===== src/rtl/bus_initiator_if.sv =====
// ---------------------------------------------------------------------------
// bus_initiator_if
//   Groups the pipeline request/response handshake and the single-cycle
//   word bus of the load/store initiator.
//
//   Request  : req_valid_in, req_ready_out, req_write_in, req_width_in,
//              req_unsigned_in, req_address_in, req_value_in
//   Response : resp_valid_out, resp_value_out, resp_fault_out
//   Bus      : address_out, read_out, write_mask_out, write_value_out,
//              read_value_in, ready_in
//
//   Modports
//     master : the initiator (drives the bus, answers the pipeline)
//     slave  : the environment (pipeline + responder)
// ---------------------------------------------------------------------------
interface bus_initiator_if;
   // pipeline request
   logic        req_valid_in;
   logic        req_ready_out;
   logic        req_write_in;
   logic [1:0]  req_width_in;
   logic        req_unsigned_in;
   logic [31:0] req_address_in;
   logic [31:0] req_value_in;
   // pipeline response
   logic        resp_valid_out;
   logic [31:0] resp_value_out;
   logic        resp_fault_out;
   // responder bus
   logic [31:0] address_out;
   logic        read_out;
   logic [3:0]  write_mask_out;
   logic [31:0] write_value_out;
   logic [31:0] read_value_in;
   logic        ready_in;

   modport master (
      input  req_valid_in, req_write_in, req_width_in, req_unsigned_in,
             req_address_in, req_value_in, read_value_in, ready_in,
      output req_ready_out, resp_valid_out, resp_value_out, resp_fault_out,
             address_out, read_out, write_mask_out, write_value_out
   );

   modport slave (
      output req_valid_in, req_write_in, req_width_in, req_unsigned_in,
             req_address_in, req_value_in, read_value_in, ready_in,
      input  req_ready_out, resp_valid_out, resp_value_out, resp_fault_out,
             address_out, read_out, write_mask_out, write_value_out
   );
endinterface


===== src/rtl/bus_initiator.sv =====
// ---------------------------------------------------------------------------
// bus_initiator
//   Load/store front end of the CPU data path. Accepts one byte, halfword or
//   word access from the pipeline, issues it as one or two word-aligned bus
//   beats (misaligned accesses that cross a word are split), merges and
//   extends the read data and returns a single response pulse. Responders
//   stretch a beat by holding ready_in low; an optional per-beat timeout
//   aborts the access with a fault.
//
//   Parameters
//     TIMEOUT_CYCLES : wait cycles allowed per beat before abort (0 = never)
//
//   Ports
//     clk    : clock, all state changes on the rising edge
//     reset  : synchronous active-high reset
//     bus    : bus_initiator_if.master (request, response and bus signals)
// ---------------------------------------------------------------------------
module bus_initiator #(
   parameter int unsigned TIMEOUT_CYCLES = 16
) (
   input  logic             clk,
   input  logic             reset,
   bus_initiator_if.master  bus
);

   typedef enum logic [1:0] {
      IDLE  = 2'd0,
      BEAT0 = 2'd1,
      BEAT1 = 2'd2,
      RESP  = 2'd3
   } state_t;

   localparam bit          TIMEOUT_EN   = (TIMEOUT_CYCLES != 0);
   // Abort happens on the edge that ends the TIMEOUT_CYCLES-th wait cycle,
   // i.e. when the counter (cleared at beat start) already shows N-1 waits.
   localparam logic [15:0] TIMEOUT_LAST = TIMEOUT_EN ? 16'(TIMEOUT_CYCLES - 1) : 16'd0;

   state_t      state_q, state_d;

   // latched request
   logic        write_q, write_d;
   logic [1:0]  width_q, width_d;
   logic        unsigned_q, unsigned_d;
   logic [1:0]  off_q, off_d;
   logic [29:0] word_addr_q, word_addr_d;
   logic [3:0]  hi_mask_q, hi_mask_d;      // lanes of the second beat
   logic [31:0] hi_data_q, hi_data_d;      // store data of the second beat

   // captured read data
   logic [31:0] beat0_data_q, beat0_data_d;
   logic [31:0] beat1_data_q, beat1_data_d;

   logic [15:0] timer_q, timer_d;

   // registered outputs
   logic [31:0] address_q, address_d;
   logic        read_q, read_d;
   logic [3:0]  wmask_q, wmask_d;
   logic [31:0] wvalue_q, wvalue_d;
   logic        resp_valid_q, resp_valid_d;
   logic [31:0] resp_value_q, resp_value_d;
   logic        resp_fault_q, resp_fault_d;

   // ------------------------------------------------------------------
   // Lane computation for an incoming request
   // ------------------------------------------------------------------
   logic [1:0]  req_off;
   logic [3:0]  req_base;
   logic [7:0]  req_m8;
   logic [63:0] req_d64;

   always_comb begin
      req_off = bus.req_address_in[1:0];
      case (bus.req_width_in)
         2'b00:   req_base = 4'b0001;
         2'b01:   req_base = 4'b0011;
         default: req_base = 4'b1111;
      endcase
      req_m8  = {4'b0000, req_base} << req_off;
      req_d64 = {32'h0, bus.req_value_in} << {req_off, 3'b000};
   end

   // ------------------------------------------------------------------
   // Load result. The response is registered on the edge that completes
   // the last beat, so the beat finishing in this cycle contributes the
   // live bus data rather than its (not yet written) capture register.
   // ------------------------------------------------------------------
   logic [31:0] rd0, rd1;
   logic [63:0] r64;
   logic [31:0] load_ext;

   always_comb begin
      rd0 = (state_q == BEAT0) ? bus.read_value_in : beat0_data_q;
      rd1 = (state_q == BEAT1) ? bus.read_value_in : beat1_data_q;
      r64 = {rd1, rd0} >> {off_q, 3'b000};
      case (width_q)
         2'b00:   load_ext = unsigned_q ? {24'h0, r64[7:0]}
                                        : {{24{r64[7]}}, r64[7:0]};
         2'b01:   load_ext = unsigned_q ? {16'h0, r64[15:0]}
                                        : {{16{r64[15]}}, r64[15:0]};
         default: load_ext = r64[31:0];
      endcase
   end

   // ------------------------------------------------------------------
   // Beat status
   // ------------------------------------------------------------------
   logic beat_active, beat_done, beat_timeout, need_split;

   always_comb begin
      beat_active  = (state_q == BEAT0) || (state_q == BEAT1);
      beat_done    = beat_active && bus.ready_in;
      beat_timeout = TIMEOUT_EN && beat_active && !bus.ready_in
                     && (timer_q == TIMEOUT_LAST);
      need_split   = (hi_mask_q != 4'b0000);
   end

   // ------------------------------------------------------------------
   // Next-state / output logic
   // ------------------------------------------------------------------
   always_comb begin
      state_d      = state_q;
      write_d      = write_q;
      width_d      = width_q;
      unsigned_d   = unsigned_q;
      off_d        = off_q;
      word_addr_d  = word_addr_q;
      hi_mask_d    = hi_mask_q;
      hi_data_d    = hi_data_q;
      beat0_data_d = beat0_data_q;
      beat1_data_d = beat1_data_q;
      timer_d      = timer_q;
      address_d    = address_q;
      read_d       = read_q;
      wmask_d      = wmask_q;
      wvalue_d     = wvalue_q;
      resp_valid_d = 1'b0;
      resp_value_d = resp_value_q;
      resp_fault_d = resp_fault_q;

      case (state_q)
         IDLE: begin
            if (bus.req_valid_in) begin
               write_d      = bus.req_write_in;
               width_d      = bus.req_width_in;
               unsigned_d   = bus.req_unsigned_in;
               off_d        = req_off;
               word_addr_d  = bus.req_address_in[31:2];
               hi_mask_d    = req_m8[7:4];
               hi_data_d    = req_d64[63:32];
               beat1_data_d = 32'h0;
               timer_d      = 16'd0;
               // first beat strobes go out on this edge
               address_d    = {bus.req_address_in[31:2], 2'b00};
               read_d       = !bus.req_write_in;
               wmask_d      = bus.req_write_in ? req_m8[3:0] : 4'b0000;
               wvalue_d     = req_d64[31:0];
               state_d      = BEAT0;
            end
         end

         BEAT0, BEAT1: begin
            if (beat_done) begin
               if (state_q == BEAT0) begin
                  beat0_data_d = bus.read_value_in;
               end else begin
                  beat1_data_d = bus.read_value_in;
               end
               if ((state_q == BEAT0) && need_split) begin
                  // word address wraps naturally at 30 bits
                  address_d = {word_addr_q + 30'd1, 2'b00};
                  read_d    = !write_q;
                  wmask_d   = write_q ? hi_mask_q : 4'b0000;
                  wvalue_d  = hi_data_q;
                  timer_d   = 16'd0;
                  state_d   = BEAT1;
               end else begin
                  read_d       = 1'b0;
                  wmask_d      = 4'b0000;
                  resp_valid_d = 1'b1;
                  resp_value_d = write_q ? 32'h0 : load_ext;
                  resp_fault_d = 1'b0;
                  state_d      = RESP;
               end
            end else if (beat_timeout) begin
               read_d       = 1'b0;
               wmask_d      = 4'b0000;
               resp_valid_d = 1'b1;
               resp_value_d = 32'h0;
               resp_fault_d = 1'b1;
               state_d      = RESP;
            end else begin
               timer_d = timer_q + 16'd1;
            end
         end

         RESP: begin
            state_d = IDLE;
         end

         default: begin
            state_d = IDLE;
         end
      endcase
   end

   // ------------------------------------------------------------------
   // State register
   // ------------------------------------------------------------------
   always_ff @(posedge clk) begin
      if (reset) begin
         state_q      <= IDLE;
         write_q      <= 1'b0;
         width_q      <= 2'b00;
         unsigned_q   <= 1'b0;
         off_q        <= 2'b00;
         word_addr_q  <= 30'h0;
         hi_mask_q    <= 4'b0000;
         hi_data_q    <= 32'h0;
         beat0_data_q <= 32'h0;
         beat1_data_q <= 32'h0;
         timer_q      <= 16'd0;
         address_q    <= 32'h0;
         read_q       <= 1'b0;
         wmask_q      <= 4'b0000;
         wvalue_q     <= 32'h0;
         resp_valid_q <= 1'b0;
         resp_value_q <= 32'h0;
         resp_fault_q <= 1'b0;
      end else begin
         state_q      <= state_d;
         write_q      <= write_d;
         width_q      <= width_d;
         unsigned_q   <= unsigned_d;
         off_q        <= off_d;
         word_addr_q  <= word_addr_d;
         hi_mask_q    <= hi_mask_d;
         hi_data_q    <= hi_data_d;
         beat0_data_q <= beat0_data_d;
         beat1_data_q <= beat1_data_d;
         timer_q      <= timer_d;
         address_q    <= address_d;
         read_q       <= read_d;
         wmask_q      <= wmask_d;
         wvalue_q     <= wvalue_d;
         resp_valid_q <= resp_valid_d;
         resp_value_q <= resp_value_d;
         resp_fault_q <= resp_fault_d;
      end
   end

   assign bus.req_ready_out   = (state_q == IDLE);
   assign bus.address_out     = address_q;
   assign bus.read_out        = read_q;
   assign bus.write_mask_out  = wmask_q;
   assign bus.write_value_out = wvalue_q;
   assign bus.resp_valid_out  = resp_valid_q;
   assign bus.resp_value_out  = resp_value_q;
   assign bus.resp_fault_out  = resp_fault_q;

endmodule


===== src/flat_wrapper.sv =====
// flat-port wrapper written by rule: the top's interface ports become plain ports
module bus_initiator_flat 
#(
   parameter int unsigned TIMEOUT_CYCLES = 16
)
  (clk, reset, bus_req_valid_in, bus_req_write_in, bus_req_width_in, bus_req_unsigned_in, bus_req_address_in, bus_req_value_in, bus_read_value_in, bus_ready_in, bus_req_ready_out, bus_resp_valid_out, bus_resp_value_out, bus_resp_fault_out, bus_address_out, bus_read_out, bus_write_mask_out, bus_write_value_out);
  bus_initiator_if bus_i ();
  input  logic clk;
  input  logic reset;
  input wire logic [$bits(bus_i.req_valid_in)-1:0] bus_req_valid_in;
  input wire logic [$bits(bus_i.req_write_in)-1:0] bus_req_write_in;
  input wire logic [$bits(bus_i.req_width_in)-1:0] bus_req_width_in;
  input wire logic [$bits(bus_i.req_unsigned_in)-1:0] bus_req_unsigned_in;
  input wire logic [$bits(bus_i.req_address_in)-1:0] bus_req_address_in;
  input wire logic [$bits(bus_i.req_value_in)-1:0] bus_req_value_in;
  input wire logic [$bits(bus_i.read_value_in)-1:0] bus_read_value_in;
  input wire logic [$bits(bus_i.ready_in)-1:0] bus_ready_in;
  output wire logic [$bits(bus_i.req_ready_out)-1:0] bus_req_ready_out;
  output wire logic [$bits(bus_i.resp_valid_out)-1:0] bus_resp_valid_out;
  output wire logic [$bits(bus_i.resp_value_out)-1:0] bus_resp_value_out;
  output wire logic [$bits(bus_i.resp_fault_out)-1:0] bus_resp_fault_out;
  output wire logic [$bits(bus_i.address_out)-1:0] bus_address_out;
  output wire logic [$bits(bus_i.read_out)-1:0] bus_read_out;
  output wire logic [$bits(bus_i.write_mask_out)-1:0] bus_write_mask_out;
  output wire logic [$bits(bus_i.write_value_out)-1:0] bus_write_value_out;
  assign bus_i.req_valid_in = bus_req_valid_in;
  assign bus_i.req_write_in = bus_req_write_in;
  assign bus_i.req_width_in = bus_req_width_in;
  assign bus_i.req_unsigned_in = bus_req_unsigned_in;
  assign bus_i.req_address_in = bus_req_address_in;
  assign bus_i.req_value_in = bus_req_value_in;
  assign bus_i.read_value_in = bus_read_value_in;
  assign bus_i.ready_in = bus_ready_in;
  assign bus_req_ready_out = bus_i.req_ready_out;
  assign bus_resp_valid_out = bus_i.resp_valid_out;
  assign bus_resp_value_out = bus_i.resp_value_out;
  assign bus_resp_fault_out = bus_i.resp_fault_out;
  assign bus_address_out = bus_i.address_out;
  assign bus_read_out = bus_i.read_out;
  assign bus_write_mask_out = bus_i.write_mask_out;
  assign bus_write_value_out = bus_i.write_value_out;
  bus_initiator #(.TIMEOUT_CYCLES(TIMEOUT_CYCLES)) u_core (.clk(clk), .reset(reset), .bus(bus_i));
endmodule

===== config.mk =====
export PLATFORM = sky130hd
export DESIGN_NAME = bus_initiator_flat
export DESIGN_NICKNAME = d
export VERILOG_FILES = /design/src/rtl/bus_initiator_if.sv /design/src/rtl/bus_initiator.sv /design/src/flat_wrapper.sv
export SDC_FILE = /design/constraint.sdc
export NUM_CORES = 1
export LEC_CHECK = 0
export CORE_MARGIN = 1.5
export CORE_UTILIZATION = 53
export CTS_BUF_LIST = sky130_fd_sc_hd__clkbuf_4 sky130_fd_sc_hd__clkbuf_8 sky130_fd_sc_hd__clkbuf_16
export DETAILED_ROUTE_END_ITERATION = 10
export PLACE_DENSITY_LB_ADDON = 0.25
export SYNTH_ARGS = -nofsm -noshare
export SYNTH_HDL_FRONTEND = slang
export SYNTH_SLANG_ARGS = --single-unit

===== constraint.sdc =====
create_clock -name clk -period 2.9 [get_ports clk]
set_input_delay 0.58 -clock clk [delete_from_list [all_inputs] [get_ports clk]]
set_output_delay 0.58 -clock clk [all_outputs]
set_load 0.005 [all_outputs]

**Yosys cells after proc, flatten, opt, wreduce, memory -nomap -nowiden**

Index checks and enable logic that the tools add are counted.

- Word-level logic and storage cells: 112
- Bits of input ports: 104
- Register bits after elaboration: 257

- Reductions and logical operators: 24
- Muxes and demuxes: 50
- Equal/unequal tests: 14
- Shifts and indexed selects: 3
- Add/subtract/negate cells: 2
- Bitwise logic cells: 1

Operators with widths:

| operator | number |
|---|---|
| $mux 32 | 17 |
| $pmux 32 s2 | 4 |
| $mux 16 | 4 |
| $shl 32x5->64 | 1 |
| $shr 64x5->32 | 1 |
| $pmux 16 s2 | 1 |
| $add 30x1->30 const B | 1 |
| $mux 4 | 6 |
| $add 16x1->16 const B | 1 |
| $eq 16x4->1 const B | 1 |
| $pmux 4 s2 | 2 |
| $reduce_and 4->1 | 3 |
| $mux 1 | 11 |
| $shl 4x2->8 | 1 |
| $eq 2x1->1 const B | 3 |
| $logic_not 2->1 | 3 |
| $mux 2 | 3 |
| $ne 2x2->1 const B | 3 |
| $pmux 2 s3 | 1 |
| $reduce_and 2->1 | 3 |
| $reduce_and 3->1 | 2 |
| $eq 2x2->1 const B | 2 |
| $logic_and 1x1->1 | 4 |
| $ne 2x1->1 const B | 2 |
| other kinds (10) | 14 |

**Depth between registers and ports, before layout**

- Depth in word-level cells: 8
- Mapped depth: 11

**Worst setup path after synthesis**

No wires, ideal clock.

- Path type: flip-flop to flip-flop
- Start: register u_core.state_q[1]
- End: register u_core.resp_value_q[21], in the netlist u_core.bus.resp_value_out[21]
- Stages on the path, launching flop included: 11
- Clock period less this slack: 2567 ps
- Path buffers: 3
- Arrival time: 2445 ps
- Path slack: 333 ps
- Library setup time: 122 ps
- Cells stage by stage: dfxtp_1 inv_1 ha_1 buf_6 mux2_1 mux4_2 and4_4 buf_6 a31o_4 buf_6 a221o_1

- Word-level cells in the longest chain between the ends: 8

Ends and longest elaborated chain:

| what | RTL line | RTL |
|---|---|---|
| start, declared | bus_initiator.sv:38 | `state_t state_q, state_d;` |
| start signal, assigned | bus_initiator.sv:231 | `state_q <= state_d;` |
| $eq 2x1->1 or $eq 2x2->1 (tied branches) | - |  |
| $mux 32, on equally long branches | - |  |
| $shr 64x5->32 | bus_initiator.sv:95 | `r64 = {rd1, rd0} >> {off_q, 3'b000};` |
| $mux 32, on equally long branches | bus_initiator.sv:99, bus_initiator.sv:97 |  |
| $pmux 32 s2 | bus_initiator.sv:96 | `case (width_q)` |
| $mux 32 | bus_initiator.sv:181 | `resp_value_d = write_q ? 32'h0 : load_ext;` |
| $mux 32 | bus_initiator.sv:169 | `if ((state_q == BEAT0) && need_split) begin` |
| $mux 32 | bus_initiator.sv:163 | `if (beat_done) begin` |
| end signal, assigned | bus_initiator.sv:247 | `resp_value_q <= resp_value_d;` |
| end, declared | bus_initiator.sv:61 | `logic [31:0] resp_value_q, resp_value_d;` |

Parallel ways exist; a longest one is shown, timed or not. The select of a mux whose other input is x is not followed.
A chain may end at the register's enable or synchronous reset.

**Final worst setup path**

- Start: register u_core.state_q[1]
- End: register u_core.resp_value_q[9], in the netlist u_core.bus.resp_value_out[9]

Same word-level chain as after synthesis.

==> flow_summary_export.csv <==
group,metric,value,unit
routing,wl_per_cell,19.3,um
timing,worstMarginPinSlew,1.14,ns
global_route,grt_antenna_before_repair,1,
finish,areaGrowthSynthToFinish,27.5,%
routing,antenna_left,0,
synthesis,syn_area,11700,um^2
synthesis,synth-edff-count,0,
routing,vias_per_cell,6.12,
floorplan,ios,208,
finish,drive_gt1_share,13.8,%
finish,fillers,1712,
worst_hold_path,hold_class,"in2reg",
worst_setup_path,worstSetupPathType,"reg2reg",
pwr,p_leak,0.00529,uW
synthesis,syn_inst,1335,
synthesis,syn_avg_cell_area,8.74,um^2
floorplan,fp.dieH,151,um
routing,first_pass_iters,5,
timing,fmax,0.372,GHz
status,status,"complete, no violations",
floorplan,initial_core_util,53.8,%
place,gp_congestion,0.910,
worst_setup_path,path_cells,"inv_1 -> ha_2 -> buf_4 -> mux2_2 -> mux4_2 -> nor2b_1 -> a211o_1",
pwr,power.density,980,nW/um^2
global_route,grt_pass1_wl,53700,um
floorplan,die_area,22900,um^2
timing,setup_tns,0,ns
global_route,grt.total_usage,29.6,%
timing,maxSlewViolCount,0,
routing,drc,0,
global_route,grt_pass1_vias,9948,
run,max_cap_violations,0,
synthesis,async_reset_ff_share,0,%
clock_tree,cts_made_buffers,25,
global_route,grt_max_degree,94,
synthesis,yosysSeqAreaShare,40.8,%
clock_tree,clk_latency,0.52,ns
worst_setup_path,endpoint_kind,"register",
place,place_hpwl,23400,um
finish,final_cell_mix,"dfxtp_1 (237), clkdlybuf4s50_1 (204), nand2_1 (203), a21oi_1 (127), nor2_1 (120)",
worst_setup_path,worstSetupStartpointType,"register",
worst_setup_path,crit_fanout,16,
worst_setup_path,slowest_delay,0.49,ns
clock_tree,post_cts_buffers,0,
synthesis,ys_ff_latch,238,
synthesis,synthFlopType,"dfxtp_1",
synthesis,ys_types,59,
worst_setup_path,worst_ep_arrival_time,3.09,ns
place,io_buffer_count,205,
clock_tree,cts_sinks,238,
pwr,power.total,14600,uW
timing,skew,0.0113,ns
clock_tree,cts_buffer_depth,3,
clock_tree,cts-root-buf,"clkbuf_16",
routing,drt_iter0_drc,1179,
finish,regArea,4770,um^2
finish,final_common_cell,"dfxtp_1",
worst_setup_path,cp.required,3.30,ns
timing,fin_crit_sh,92.8,%
finish,final_nets,1604,
clock_tree,hold_buffers,0,
timing,hold_violations,0,
clock_tree,post_cts_resized,0,
timing,slew_headroom,23.7,%
worst_setup_path,critical_path.slowest_cell,"mux4_2",
clock_tree,htreeDepth,1,
global_route,overflow,0,
timing,min_period,2.69,ns
floorplan,die_w,151,um
worst_setup_path,cpLargestDelayFamily,"multiplexers",
timing,finalSetupViolCount,0,
clock_tree,tritoncts,"yes",
clock_tree,clk_pin_slew,0.06,ns
floorplan,fp-row-count,54,
finish,multi_input_area,6410,um^2
worst_setup_path,crit_buf_inv,2,
routing,route.vias.total,11000,
synthesis,yosys_warnings,0,
pwr,vdd_drop_max,0.671,mV
floorplan,core,21700,um^2
routing,wl,34600,um
timing,rsz0062_at_grt,"no",
## final cells by class
class                   count  area share [%]
inverters                  21           0.530
diodes                      1          0.0168
multi-input cells         961            43.1
well taps                 280            2.35
flip-flops and latches    238            32.0
clock inverters             9           0.824
repair buffers            246            16.2
clock buffers              35            4.96
## report_power, final
group          internal (uW)  switching (uW)
sequential              4040             524
combinational           2990            3670
clock                   2030            1320
total                   9060            5520
## metrics by stage
stage	cell area, um^2	instances	util [%]	hold WS, ns	setup WS (ns)
6_report	14900	1791	68.6	0.406	0.208
5_1_grt	14900	1791	68.6	0.409	0.0939
4_1_cts	14900	1790	68.6	0.399	0.174
3_5_place_dp	14000	1746	64.6	0.441	0.0438
3_3_place_gp	14000	1746	64.6	0.436	0.175
2_1_floorplan	11700	1336	-	0.429	0.333
## path summary, 6_finish.rpt
kind                                              from                                        end  slack (ns)  cells past startpoint
setup / recovery        u_core.state_q[1]$_SDFFE_PP0P_  u_core.bus.resp_value_out[9]$_SDFFE_PP0P_        0.21                      7
hold / removal                                   reset             u_core.timer_q[1]$_SDFFE_PP0P_        0.41                      2
setup reg to reg        u_core.state_q[1]$_SDFFE_PP0P_  u_core.bus.resp_value_out[9]$_SDFFE_PP0P_        0.21                      7
hold reg to reg   u_core.beat1_data_q[22]$_SDFFE_PP0P_       u_core.beat1_data_q[22]$_SDFFE_PP0P_        0.45                      2
## state kept, by name (all words and copies together), names as in the netlist, 3 cells and up
register                    cells
u_core.hi_data_q               24
u_core.bus.write_mask_out       4
u_core.word_addr_q             30
u_core.beat0_data_q            32
u_core.bus.write_value_out     32
u_core.beat1_data_q            24
u_core.bus.resp_value_out      32
u_core.bus.address_out         30
u_core.timer_q                 16
u_core.hi_mask_q                3
## cells in the mapped netlist, types with 10 or more instances
library cell,instances,share of area [%]
a22oi_1,25,1.6
a221o_1,16,1.4
nor2_1,120,3.9
xor2_1,20,1.5
inv_1,20,0.64
nor3_1,38,1.6
a21oi_1,127,5.4
clkbuf_1,98,3.2
a211o_1,20,1.5
xnor2_1,11,0.83
nor4_1,16,0.86
mux4_2,31,6.0
mux2_2,77,7.4
dfxtp_1,238,41
mux2i_1,12,1.0
and4_1,16,1.2
o21ai_0,22,0.94
nand4_1,13,0.70
a31oi_1,15,0.80
and3_1,10,0.54
nand3_1,48,2.1
a211oi_1,11,0.71
nor2b_1,10,0.54
a221oi_1,32,2.4
nand2_1,204,6.6
## kinds of logic after synthesis
kind of cell / after synthesis / share of synthesized area [%]
AO/OA/AOI/OAI: 298 / 17.2
XOR/XNOR: 31 / 2.33
adder cells (fa/ha/maj): 7 / 0.750
buffers and inverters: 137 / 4.73
flip-flops: 238 / 40.8
multiplexers: 122 / 14.6
other: 1 / 0.0321
AND/OR/NAND/NOR: 501 / 19.5
## worst reg2reg max path, cell delays in order (launching register included)
cell	delay (ns)
dfxtp_1	0.35
inv_1	0.13
ha_2	0.38
buf_4	0.32
mux2_2	0.44
mux4_2	0.49
nor2b_1	0.16
a211o_1	0.30
## metal layers
layer  track usage (%)  part of all wire, %  vias up
met5                 0                    0        -
met4              7.33                  2.3        0
met3              4.82                  9.6       63
met2              45.6                   45      543
met1              43.2                   43     5211
li1                  -                    -     5139
(Power assumes the default switching activity.)
==> RTL edit, RTL diff (same flow settings) <==
Re-encode `state_t` (4 states) as one-hot, 4 bits wide.
--- a/src/rtl/bus_initiator.sv
+++ b/src/rtl/bus_initiator.sv
@@ -23,11 +23,11 @@
    bus_initiator_if.master  bus
 );
 
-   typedef enum logic [1:0] {
-      IDLE  = 2'd0,
-      BEAT0 = 2'd1,
-      BEAT1 = 2'd2,
-      RESP  = 2'd3
+   typedef enum logic [3:0] {
+      IDLE  = 4'b0001,
+      BEAT0 = 4'b0010,
+      BEAT1 = 4'b0100,
+      RESP  = 4'b1000
    } state_t;
 
    localparam bit          TIMEOUT_EN   = (TIMEOUT_CYCLES != 0);
Check against the original RTL: no difference found for any inputs over 4 cycles, from zero or initial values and one cycle with reset high; so few cycles prove little.
==> RTL edit against the original RTL <==
Non-clock buffer count is 12 higher. Highest routed layer unchanged. Setup slack worse by 46 ps. Global-route usage up 0.80 points. Routed wire length grew 7.1%. Count of clock-buffer cells in the layout rose by 3. Die area is 3.8% higher. Synthesized area increased by 3.9%. Register-to-register slack better by 30 ps. Critical path type is now reg2out. Final area is 4.3% higher. Sequential cell count rose by 2.
Power is not compared: it rests on default switching activity, and its combinational part moved more than twofold at a synthesized area within 25%.
==> RTL edit: results (changes against the original RTL) <==
.. list-table::
   :header-rows: 1

   * - Metric
     - Value
   * - Number of iterations in the first detailed-routing pass
     - 7 (was 5)
   * - Maximum VDD drop
     - 0.449 mV
   * - Drt total wl
     - 37100 um (was 34600 um)
   * - Antenna violations before repair
     - 0 (was 1)
   * - Count of filler cells inserted in the layout
     - 1871 (was 1712)
   * - Layout cells sized above 1
     - 10.2% (was 13.8%)
   * - Gp weighted congestion
     - 0.984 (was 0.910)
   * - Total of warnings raised by yosys
     - 0 (unchanged)
   * - Result of the run
     - complete, no violations (unchanged)
   * - Vias in the first global route
     - 11284 (was 9948)
   * - Number of different library cells in the post-synthesis netlist
     - 76 (was 59)
   * - First-pass GRT wire length
     - 58800 um (was 53700 um)
   * - Worst-case setup slack after placement
     - 137 ps (was 43.8 ps)
   * - Number of buffers between clock root and the deepest sink
     - 3 (unchanged)
   * - Total number of nets in the final design
     - 1734 (was 1604)
   * - Total via count in the routed design
     - 11913 (was 10956)
   * - Top cell types by occurrence after synthesis
     - 284 x sky130_fd_sc_hd__nand2_1, 240 x sky130_fd_sc_hd__dfxtp_1, 145 x sky130_fd_sc_hd__a21oi_1 (was 238 x sky130_fd_sc_hd__dfxtp_1, 204 x sky130_fd_sc_hd__nand2_1, 127 x sky130_fd_sc_hd__a21oi_1)
   * - Pin count of the biggest net entering global routing
     - 88 (was 94)
   * - Slew at the pin closest to its max-slew limit
     - 945 ps (was 1140 ps)
   * - Clock latency on the worst-skew pair
     - 530 ps
   * - Part of the Yosys area used for sequential elements
     - 39.6% (was 40.8%)
   * - Global Route Usage Sum
     - 30.4% (was 29.6%)
   * - Cts repair resizes
     - 0 (unchanged)
   * - CTS Buf Count
     - 26 (was 25)
   * - Antenna Cells
     - 0 (was 1)
   * - Leakage power figure
     - 5.27 nW
   * - Count of buffers from port buffering
     - 205 (unchanged)
   * - Worst Path Max Fanout
     - 12 (was 16)
   * - CP top delay family
     - buffers and inverters (was multiplexers)
   * - Initial DRC count
     - 1041 (was 1179)
   * - Number of setup buffers added after CTS
     - 0 (unchanged)
   * - Total half-perimeter wirelength after legalization and detailed placement
     - 25200 um (was 23400 um)
   * - Top area cells in the synthesized netlist
     - sky130_fd_sc_hd__dfxtp_1 40%, sky130_fd_sc_hd__nand2_1 8.8%, sky130_fd_sc_hd__mux2i_1 6.2% (was sky130_fd_sc_hd__dfxtp_1 41%, sky130_fd_sc_hd__mux2_2 7.4%, sky130_fd_sc_hd__nand2_1 6.6%)
   * - Final setup skew
     - 7.97 ps (was 11.3 ps)
   * - Library cell contributing the largest single delay on the critical path
     - sky130_fd_sc_hd__clkdlybuf4s50_1 (was sky130_fd_sc_hd__mux4_2)
   * - Delay of the slowest cell on the worst path
     - 600 ps (was 490 ps)
RTL edit: cell types whose count changed in the layout (fill, tap and decap cells not counted), sizes merged, moves of 15 or more:
cell    unedited run  this run
mux2i             12        75
o21ai             22        45
nand2            204       284
o211ai             5        37
nand3             48        76
mux4              31        14
mux2              79        21
or3                7        22
nor2             120        84
a221oi            32        16
a22oi             25         9
a21oi            127       145
RTL edit: where the power goes:
group | internal (mW) | switching [mW] | total [mW]
registers | 3.44 | 0.132 | 3.58
clock network | 2.39 | 1.37 | 3.76
logic | 0.571 | 0.626 | 1.20
RTL edit: final cells by class:
| type | count | area [um2] | area share [%] |
|---|---|---|---|
| clock inverters | 7 | 160 | 1.03 |
| flip-flops and latches | 240 | 4810 | 31.0 |
| inverters | 14 | 52.6 | 0.339 |
| repair buffers | 258 | 2540 | 16.4 |
| multi-input cells | 1088 | 6780 | 43.7 |
| clock buffers | 38 | 821 | 5.29 |
| well taps | 285 | 357 | 2.30 |
RTL edit: per-layer routing:
metal | vias up | global-route usage [%] | routed length, um | part of all wire (%)
li1 | 5637 | - | - | -
met1 | 5635 | 38.6 | 15000 | 40
met2 | 539 | 50.9 | 17500 | 47
met3 | 102 | 5.07 | 3050 | 8.2
met4 | 0 | 14.0 | 1560 | 4.2
met5 | - | 0 | 0 | 0
RTL edit: final timing paths:
| kind | startpoint | endpoint | slack [ps] | cells past startpoint |
|---|---|---|---|---|
| worst max-delay path | u_core.state_q[3] | bus_req_ready_out | 160 | 2 |
| worst min-delay path | reset | u_core.beat1_data_q[6] | 420 | 2 |
| worst max register to register | u_core.state_q[3] | u_core.bus.resp_value_out[31] | 240 | 7 |
| worst min register to register | u_core.bus.address_out[7] | u_core.bus.address_out[7] | 450 | 2 |
RTL edit: logic make-up (layout without fill, tap and decap cells):
logic type	after synthesis	in the layout	synth area share [%]
other	1	2	0.0309
adders and majority gates	2	2	0.206
xor gates and xnor gates	24	24	1.80
DFF	240	240	39.6
muxes	110	110	10.8
AOI/OAI and AO/OA	358	358	19.8
and+or+nand+nor	592	592	22.8
buffers and inverters	137	317	4.93
RTL edit: per-stage QoR:
stage	hold slack [ps]	instances	util, %	area [um2]	power, mW
2_1_floorplan	432	1465	-	12100	4.23
3_3_place_gp	440	1885	64.4	14500	4.80
3_5_place_dp	444	1885	64.4	14500	4.82
4_1_cts	409	1930	68.7	15500	8.54
5_1_grt	432	1930	68.7	15500	8.80
6_report	424	1930	68.7	15500	8.53
